==> src/rtl/if_stage.sv <==
// ----------------------------------------------------------------------------
// if_stage -- instruction-fetch stage of the 5-stage pipeline.
//
// Holds the program counter and a word-addressed instruction memory. Drives
// the IF/ID pipeline register that the decode stage reads. Later stages can
// stall, flush or redirect it. While the pipeline is disabled, a
// program-load port can write the instruction memory.
//
// Optional feature macro: IF_STAGE_HALT_EN
//   defined   : the word 32'hFFFFFFFF is a HALT instruction. Fetching it
//               sets the sticky 'halted' flag. Only reset clears the flag.
//   undefined : 32'hFFFFFFFF is an ordinary instruction and 'halted' is 0.
//
// Ports:
//   clk            in   clock; all state changes on the rising edge
//   pc_reset       in   synchronous reset, active-low
//   pc_enable      in   1 = pipeline runs, 0 = freeze and allow program load
//   stall          in   hold PC and IF/ID
//   flush          in   put a bubble into IF/ID
//   branch_taken   in   redirect PC to branch_target
//   branch_target  in   redirect byte address (low two bits ignored)
//   imem_we        in   instruction memory write strobe
//   imem_waddr     in   word index to write
//   imem_wdata     in   instruction word to write
//   pc_addr_out    out  current PC
//   pc_instr_out   out  instruction at the current PC (combinational read)
//   if_id_pc_plus4 out  registered PC+4 of the fetched instruction
//   if_id_instr    out  registered fetched instruction
//   if_id_valid    out  1 = IF/ID holds a real instruction
//   halted         out  sticky halt flag
// ----------------------------------------------------------------------------
module if_stage #(
   parameter int                DATA_W     = 32,
   parameter int                IMEM_DEPTH = 64,
   parameter logic [DATA_W-1:0] RESET_PC   = '0
) (
   input  logic                          clk,
   input  logic                          pc_reset,
   input  logic                          pc_enable,
   input  logic                          stall,
   input  logic                          flush,
   input  logic                          branch_taken,
   input  logic [DATA_W-1:0]             branch_target,
   input  logic                          imem_we,
   input  logic [$clog2(IMEM_DEPTH)-1:0] imem_waddr,
   input  logic [DATA_W-1:0]             imem_wdata,
   output logic [DATA_W-1:0]             pc_addr_out,
   output logic [DATA_W-1:0]             pc_instr_out,
   output logic [DATA_W-1:0]             if_id_pc_plus4,
   output logic [DATA_W-1:0]             if_id_instr,
   output logic                          if_id_valid,
   output logic                          halted
);

   localparam int AW = $clog2(IMEM_DEPTH);

   // The mask clears the two byte-offset bits, so every PC is word aligned.
   localparam logic [DATA_W-1:0] ALIGN_MASK = ~(DATA_W'(3));

   // ------------------------------------------------------------------------
   // State
   // ------------------------------------------------------------------------
   logic [DATA_W-1:0] imem [IMEM_DEPTH];

   logic [DATA_W-1:0] pc_reg,        pc_next;
   logic [DATA_W-1:0] ifid_instr_reg, ifid_instr_next;
   logic [DATA_W-1:0] ifid_pc4_reg,   ifid_pc4_next;
   logic              ifid_valid_reg, ifid_valid_next;

   logic [DATA_W-1:0] pc_plus4;
   logic [AW-1:0]     word_idx;
   logic              in_range;
   logic [DATA_W-1:0] fetch_word;
   logic              halt_active;
   logic              halt_hit;

   // ------------------------------------------------------------------------
   // Fetch path
   // ------------------------------------------------------------------------
   // PC+4 wraps modulo 2^DATA_W, so 32'hFFFFFFFC + 4 = 0.
   assign pc_plus4 = pc_reg + DATA_W'(4);
   assign word_idx = pc_reg[AW+1:2];

   // Addresses past the end of memory read as NOP (0). Any address bit above
   // the word-index field puts the PC out of range.
   assign in_range   = ((pc_reg >> (AW + 2)) == '0);
   assign fetch_word = in_range ? imem[word_idx] : '0;

   // ------------------------------------------------------------------------
   // Optional halt support
   // ------------------------------------------------------------------------
`ifdef IF_STAGE_HALT_EN
   localparam logic [DATA_W-1:0] HALT_WORD = '1;

   logic halted_reg, halted_next;

   assign halt_active = halted_reg;
   assign halt_hit    = (fetch_word == HALT_WORD);

   always_comb begin
      halted_next = halted_reg;
      // HALT only takes effect when it enters IF/ID on a normal fetch edge.
      // A redirect, flush or stall on the same edge discards or holds the
      // fetch, so the flag does not change.
      if (pc_enable && !halted_reg && !branch_taken && !flush && !stall &&
          halt_hit) begin
         halted_next = 1'b1;
      end
   end

   always_ff @(posedge clk) begin
      if (!pc_reset) begin
         halted_reg <= 1'b0;
      end else begin
         halted_reg <= halted_next;
      end
   end

   assign halted = halted_reg;
`else
   assign halt_active = 1'b0;
   assign halt_hit    = 1'b0;
   assign halted      = 1'b0;
`endif

   // ------------------------------------------------------------------------
   // Next-state selection (reset is applied in the register block below)
   // ------------------------------------------------------------------------
   always_comb begin
      pc_next         = pc_reg;
      ifid_instr_next = ifid_instr_reg;
      ifid_pc4_next   = ifid_pc4_reg;
      ifid_valid_next = ifid_valid_reg;

      if (!pc_enable) begin
         // Frozen: everything holds so that the program can be loaded.
      end else if (halt_active) begin
         // Once halted, only bubbles flow. Branch, flush and stall have
         // no effect.
         ifid_instr_next = '0;
         ifid_pc4_next   = '0;
         ifid_valid_next = 1'b0;
      end else if (branch_taken) begin
         pc_next         = branch_target & ALIGN_MASK;
         ifid_instr_next = '0;
         ifid_pc4_next   = '0;
         ifid_valid_next = 1'b0;
      end else if (flush) begin
         ifid_instr_next = '0;
         ifid_pc4_next   = '0;
         ifid_valid_next = 1'b0;
      end else if (stall) begin
         // Load-use hazard: PC and IF/ID hold.
      end else begin
         ifid_instr_next = fetch_word;
         ifid_pc4_next   = pc_plus4;
         ifid_valid_next = 1'b1;
         // A fetched HALT freezes the PC on the HALT word itself.
         if (!halt_hit) begin
            pc_next = pc_plus4;
         end
      end
   end

   // ------------------------------------------------------------------------
   // Pipeline registers
   // ------------------------------------------------------------------------
   always_ff @(posedge clk) begin
      if (!pc_reset) begin
         pc_reg         <= RESET_PC;
         ifid_instr_reg <= '0;
         ifid_pc4_reg   <= '0;
         ifid_valid_reg <= 1'b0;
      end else begin
         pc_reg         <= pc_next;
         ifid_instr_reg <= ifid_instr_next;
         ifid_pc4_reg   <= ifid_pc4_next;
         ifid_valid_reg <= ifid_valid_next;
      end
   end

   // ------------------------------------------------------------------------
   // Instruction memory write port. Reset does not touch the memory, so a
   // program survives reset. A write while reset is asserted still goes
   // through, as long as the pipeline is disabled.
   // ------------------------------------------------------------------------
   always_ff @(posedge clk) begin
      if (imem_we && !pc_enable) begin
         imem[imem_waddr] <= imem_wdata;
      end
   end

   // ------------------------------------------------------------------------
   // Outputs
   // ------------------------------------------------------------------------
   assign pc_addr_out    = pc_reg;
   assign pc_instr_out   = fetch_word;
   assign if_id_instr    = ifid_instr_reg;
   assign if_id_pc_plus4 = ifid_pc4_reg;
   assign if_id_valid    = ifid_valid_reg;

endmodule
==> config.mk <==
export PLATFORM = sky130hd
export DESIGN_NAME = if_stage
export DESIGN_NICKNAME = d
export VERILOG_FILES = /design/src/rtl/if_stage.sv
export SDC_FILE = /design/constraint.sdc
export NUM_CORES = 2
export LEC_CHECK = 0
export BUFFER_PORTS_ARGS = -buffer_cell sky130_fd_sc_hd__buf_2
export CORE_UTILIZATION = 25
export DETAILED_ROUTE_END_ITERATION = 6
export HOLD_SLACK_MARGIN = 0.05
export PLACE_DENSITY_LB_ADDON = 0.3
export REMOVE_ABC_BUFFERS = 1
export SYNTH_ARGS = -nofsm -noshare
export SYNTH_HDL_FRONTEND = slang
export SYNTH_SLANG_ARGS = --single-unit
==> constraint.sdc <==
create_clock -name clk -period 3.9 [get_ports clk]
set_input_delay 0.195 -clock clk [delete_from_list [all_inputs] [get_ports clk]]
set_output_delay 0.195 -clock clk [all_outputs]
set_load 0.01 [all_outputs]
=== Word-level counts from Yosys, hierarchy flattened ===
Memories as Yosys holds them, arrays and structs flattened. A register that Yosys moved wholly into a read port is not among the register bits.
Cells that the tools add are included.
W data, S select, Z words.

* Equality and inequality tests: 3
* $add $sub $neg: 1
* Reduce and logical (&&, ||, !) cells: 5
* Muxes and demuxes: 16

{| class="wikitable"
|+ Operators with widths
! cell !! count
|-
| $mux W32 || 9
|-
| $add A32 B3 Y32 const B || 1
|-
| $logic_not A32 Y1 || 1
|-
| $mux W6 || 2
|-
| $mux W1 || 5
|-
| $ne A2 B1 Y1 const B || 2
|-
| $ne A3 B1 Y1 const B || 1
|-
| $reduce_and A3 Y1 || 1
|-
| $reduce_and A2 Y1 || 1
|-
| $logic_and A1 B1 Y1 || 1
|-
| $logic_not A1 Y1 || 1
|}

* Memory bits (writable): 2048
* Logic and storage cells: 30
* Bits in registers: 97
* Input port bits: 77
* Memories kept: 1

{| class="wikitable"
|+ Memories
! name !! depth !! width !! rd ports !! clocked after memory_dff !! write ports !! RTL line !! text
|-
| imem || 64 || 32 || 1 || 1 || 1 || 63 || <nowiki>logic [DATA_W-1:0] imem [IMEM_DEPTH];</nowiki>
|}

=== Longest topological paths before layout ===
* Depth in word-level cells: 6
* Depth in mapped cells: 12

=== Worst setup path before layout ===
OpenSTA, ideal clock, no wires.

* Path type: input port to flip-flop
* Start point: in imem_waddr[3]
* End point: mem imem[48][0], enable pin
* Setup time: 461 ps
* Path buffers: 1
* Data required time: 3439 ps
* Slack: 331 ps
* Stages on the path: 4
* Arrival time: 3108 ps
* Path through: clkbuf_1 > nand4b_1 > or3_1 > nor3_1

{| class="wikitable"
|+ RTL lines
! what !! RTL line !! text
|-
| start, declared || 45 || <nowiki>input logic [$clog2(IMEM_DEPTH)-1:0] imem_waddr,</nowiki>
|-
| end, declared || 63 ||
|}

No word-level cell before the write port.

==> qor.csv <==
metric,value,unit
status,finished with violations,
violations,setup timing,
max_stage_delay,0.52,ns
crit_slowest_cell,mux4_2,
p_leak,32.1,nW
synth.most_common_cell,edfxtp_1,
wl_per_cell,29.1,µm
final.setup.worst_slack,-0.0769,ns
worstSetupPathDepth,12,
antenna_found_initial,21,
grt_max_degree,66,
worst-slew-pin-transition,1.22,ns
synth_cells,4025,
clock_sink_count,2148,
root_buffer,clkbuf_16,
synth.avg_cell_area,20.8,µm²
clk_pin_slew,0.06,ns
timing.max_cap.violations,0,
rows,212,
grt_remaining_overflow,0,
num-fill-cells,32100,
fmax,251,MHz
synth-seq-cells,2148,
vias_per_cell,4.79,
holdWs,0.104,ns
cpLargestDelayFamily,buffers and inverters,
hp-class,input port to flip-flop,
nets,4837,
syn_area,83600,µm²
cp_max_fo,7,
routed_wl,271000,µm
io_pins,207,
slew_viol_final,0,
cts_tree,built,
synth_top_area_share,73.5,%
synth_edf_count,2048,
grt_pass1_vias,45000,
power.density,489,nW/µm²
area_growth,23.6,%
drive_gt1_share,34.8,%
grt_pass1_wl,372000,µm
drc,0,
ys_warn_count,0,
vdd_ir_drop_max,0.000382,V
dp_slack,-0.496,ns
end_kind,output pin,
cts_buffer_depth,4,
hold_violations,0,
path_buf_inv,7,
post-route-period-util,102,%
startpoint_type,flip-flop,
period_needed,3.98,ns
synth_area_leaders,"edfxtp_1 (74%), mux4_2 (13%), mux2i_1 (2.5%)",
rsz0062_at_grt,yes,
path_cells,"buf_12, buf_16, buf_16, buf_8, buf_6, mux4_2, mux4_2, o22ai_2, buf_6, or3_4, nor2_2, buf_2",
gp_congestion,0.827,
clock_latency,0.93,ns
start_util,25.1,%
antenna_left,0,
dp_hpwl,162000,µm
hold_depth,1,
required,3.70,ns
final-setup-viol-count,11,
cp.arrival,3.78,ns
yosysSeqAreaShare,75.9,%
finalPower,50.6,mW
synth_cell_types,75,
vias,44700,
fin_tns_setup,-0.392,ns
first_iter_violations,4619,
clock_skew,0.0929,ns
core,333000,µm²
reg2regPathDepth,8,
grt_use_total,15.7,%
firstDrtPassIters,5,
synth_largest_area_cell,edfxtp_1,
netlist_top_cells_count,"edfxtp_1 (2048), mux4_2 (481), mux2i_1 (210)",
cts_buffers,232,
finalCoreUtilization,31.0,%
synthFlopType,edfxtp_1,
dieArea,337000,µm²
die_h,580,µm
die_w,580,µm
path_class,flip-flop to output pin,
async_flop_share,0,%
slew_headroom,18.9,%
portBuffers,201,
htree_levels,4,
## logic make-up (layout without fill, tap and decap cells)
kind of cell | Yosys count | count (layout) | share of synthesized area (%)
simple gates | 482 | 482 | 2.77
mux | 723 | 723 | 15.9
flops | 2148 | 2148 | 75.9
fa+ha+maj | 1 | 1 | 0.0150
xor+xnor | 28 | 28 | 0.293
buf+inv | 249 | 1167 | 1.84
other cells | 1 | 10 | 0.00448
compound gates | 393 | 393 | 3.26
## sequential cells by signal, summed over array words and instances, names as in the netlist, named ones only
signal,count
if_id_valid,1
if_id_instr,32
if_id_pc_plus4,31
pc_addr_out,30
imem,2048
## worst register-to-register path, cell delays in order, from the launching register on
cell and delay [ns]:
dfxtp_1 0.52, ha_1 0.32, and3_1 0.21, nand3_1 0.32, nor4_1 0.75, xor2_1 0.26
mux2i_1 0.10, o21ai_0 0.17, dlygate4sd3_1 0.57
## what timing repair did
action                     CTS  global route
gates resized for setup    246           101
gates cloned                15             4
hold buffers                81             0
setup buffers               69            49
pin swaps                   33            39
setup endpoints to repair   33            31
hold endpoints to repair   996             0
## power by group
part | leakage [nW] | internal, mW | switching [mW]
registers | 19.2 | 25.3 | 0.0571
clock network | 3.59 | 12.2 | 9.21
logic | 9.27 | 1.51 | 2.20
## layer usage
| metal | vias to the layer above | wire (µm) | track usage, % |
|---|---|---|---|
| met5 | - | 38 | 0 |
| met4 | 6 | 9020 | 4.69 |
| met3 | 362 | 16500 | 2.14 |
| met2 | 1613 | 130000 | 26.0 |
| met1 | 24400 | 115000 | 21.4 |
| li1 | 18300 | - | - |
## final cells by class
type | instances | area [µm²] | area share (%)
Antenna cell | 7 | 17.5 | 0.0169
Clock buffer | 279 | 6060 | 5.86
Clock inverter | 141 | 1250 | 1.21
Inverter | 7 | 31.3 | 0.0302
Multi-Input combinational cell | 1630 | 20100 | 19.4
Sequential cell | 2148 | 63500 | 61.4
Tap cell | 4387 | 5490 | 5.31
Timing Repair Buffer | 740 | 6930 | 6.70
## worst paths after layout
path	startpoint	endpoint	slack [ns]
max reg2reg	pc_addr_out[2]$_SDFFE_PN0P_	pc_addr_out[22]$_SDFFE_PN0P_	0.62
min	imem_wdata[4]	imem[25][4]$_DFFE_PP_	0.10
max	flip-flop	pc_instr_out[13]	-0.08
min reg2reg	if_id_instr[15]$_SDFFE_PN0P_	if_id_instr[15]$_SDFFE_PN0P_	0.45
## metrics by stage
step | area [µm²] | cells
global route | 103000 | 9335
global placement | 92100 | 8697
finish | 103000 | 9339
CTS | 103000 | 9282
detailed placement | 92100 | 8697
floorplan | 82100 | 3785
## cells in the final DEF, fill, tap and decap left out, types with 25 or more instances in the layout
cell,instances
a21oi_1,32
a22oi_1,74
and2_1,25
buf_12,59
buf_2,197
buf_4,320
buf_6,40
clkbuf_1,41
clkbuf_16,237
clkinv_1,55
clkinv_2,48
dfxtp_1,95
dlygate4sd3_1,81
edfxtp_1,2048
mux2_2,28
mux2i_1,186
mux4_2,481
nand2_1,130
nand3_1,27
nor2_1,58
nor2_4,66
nor2b_1,56
o21ai_0,48
Note: power is estimated with default switching activity, not from simulation.
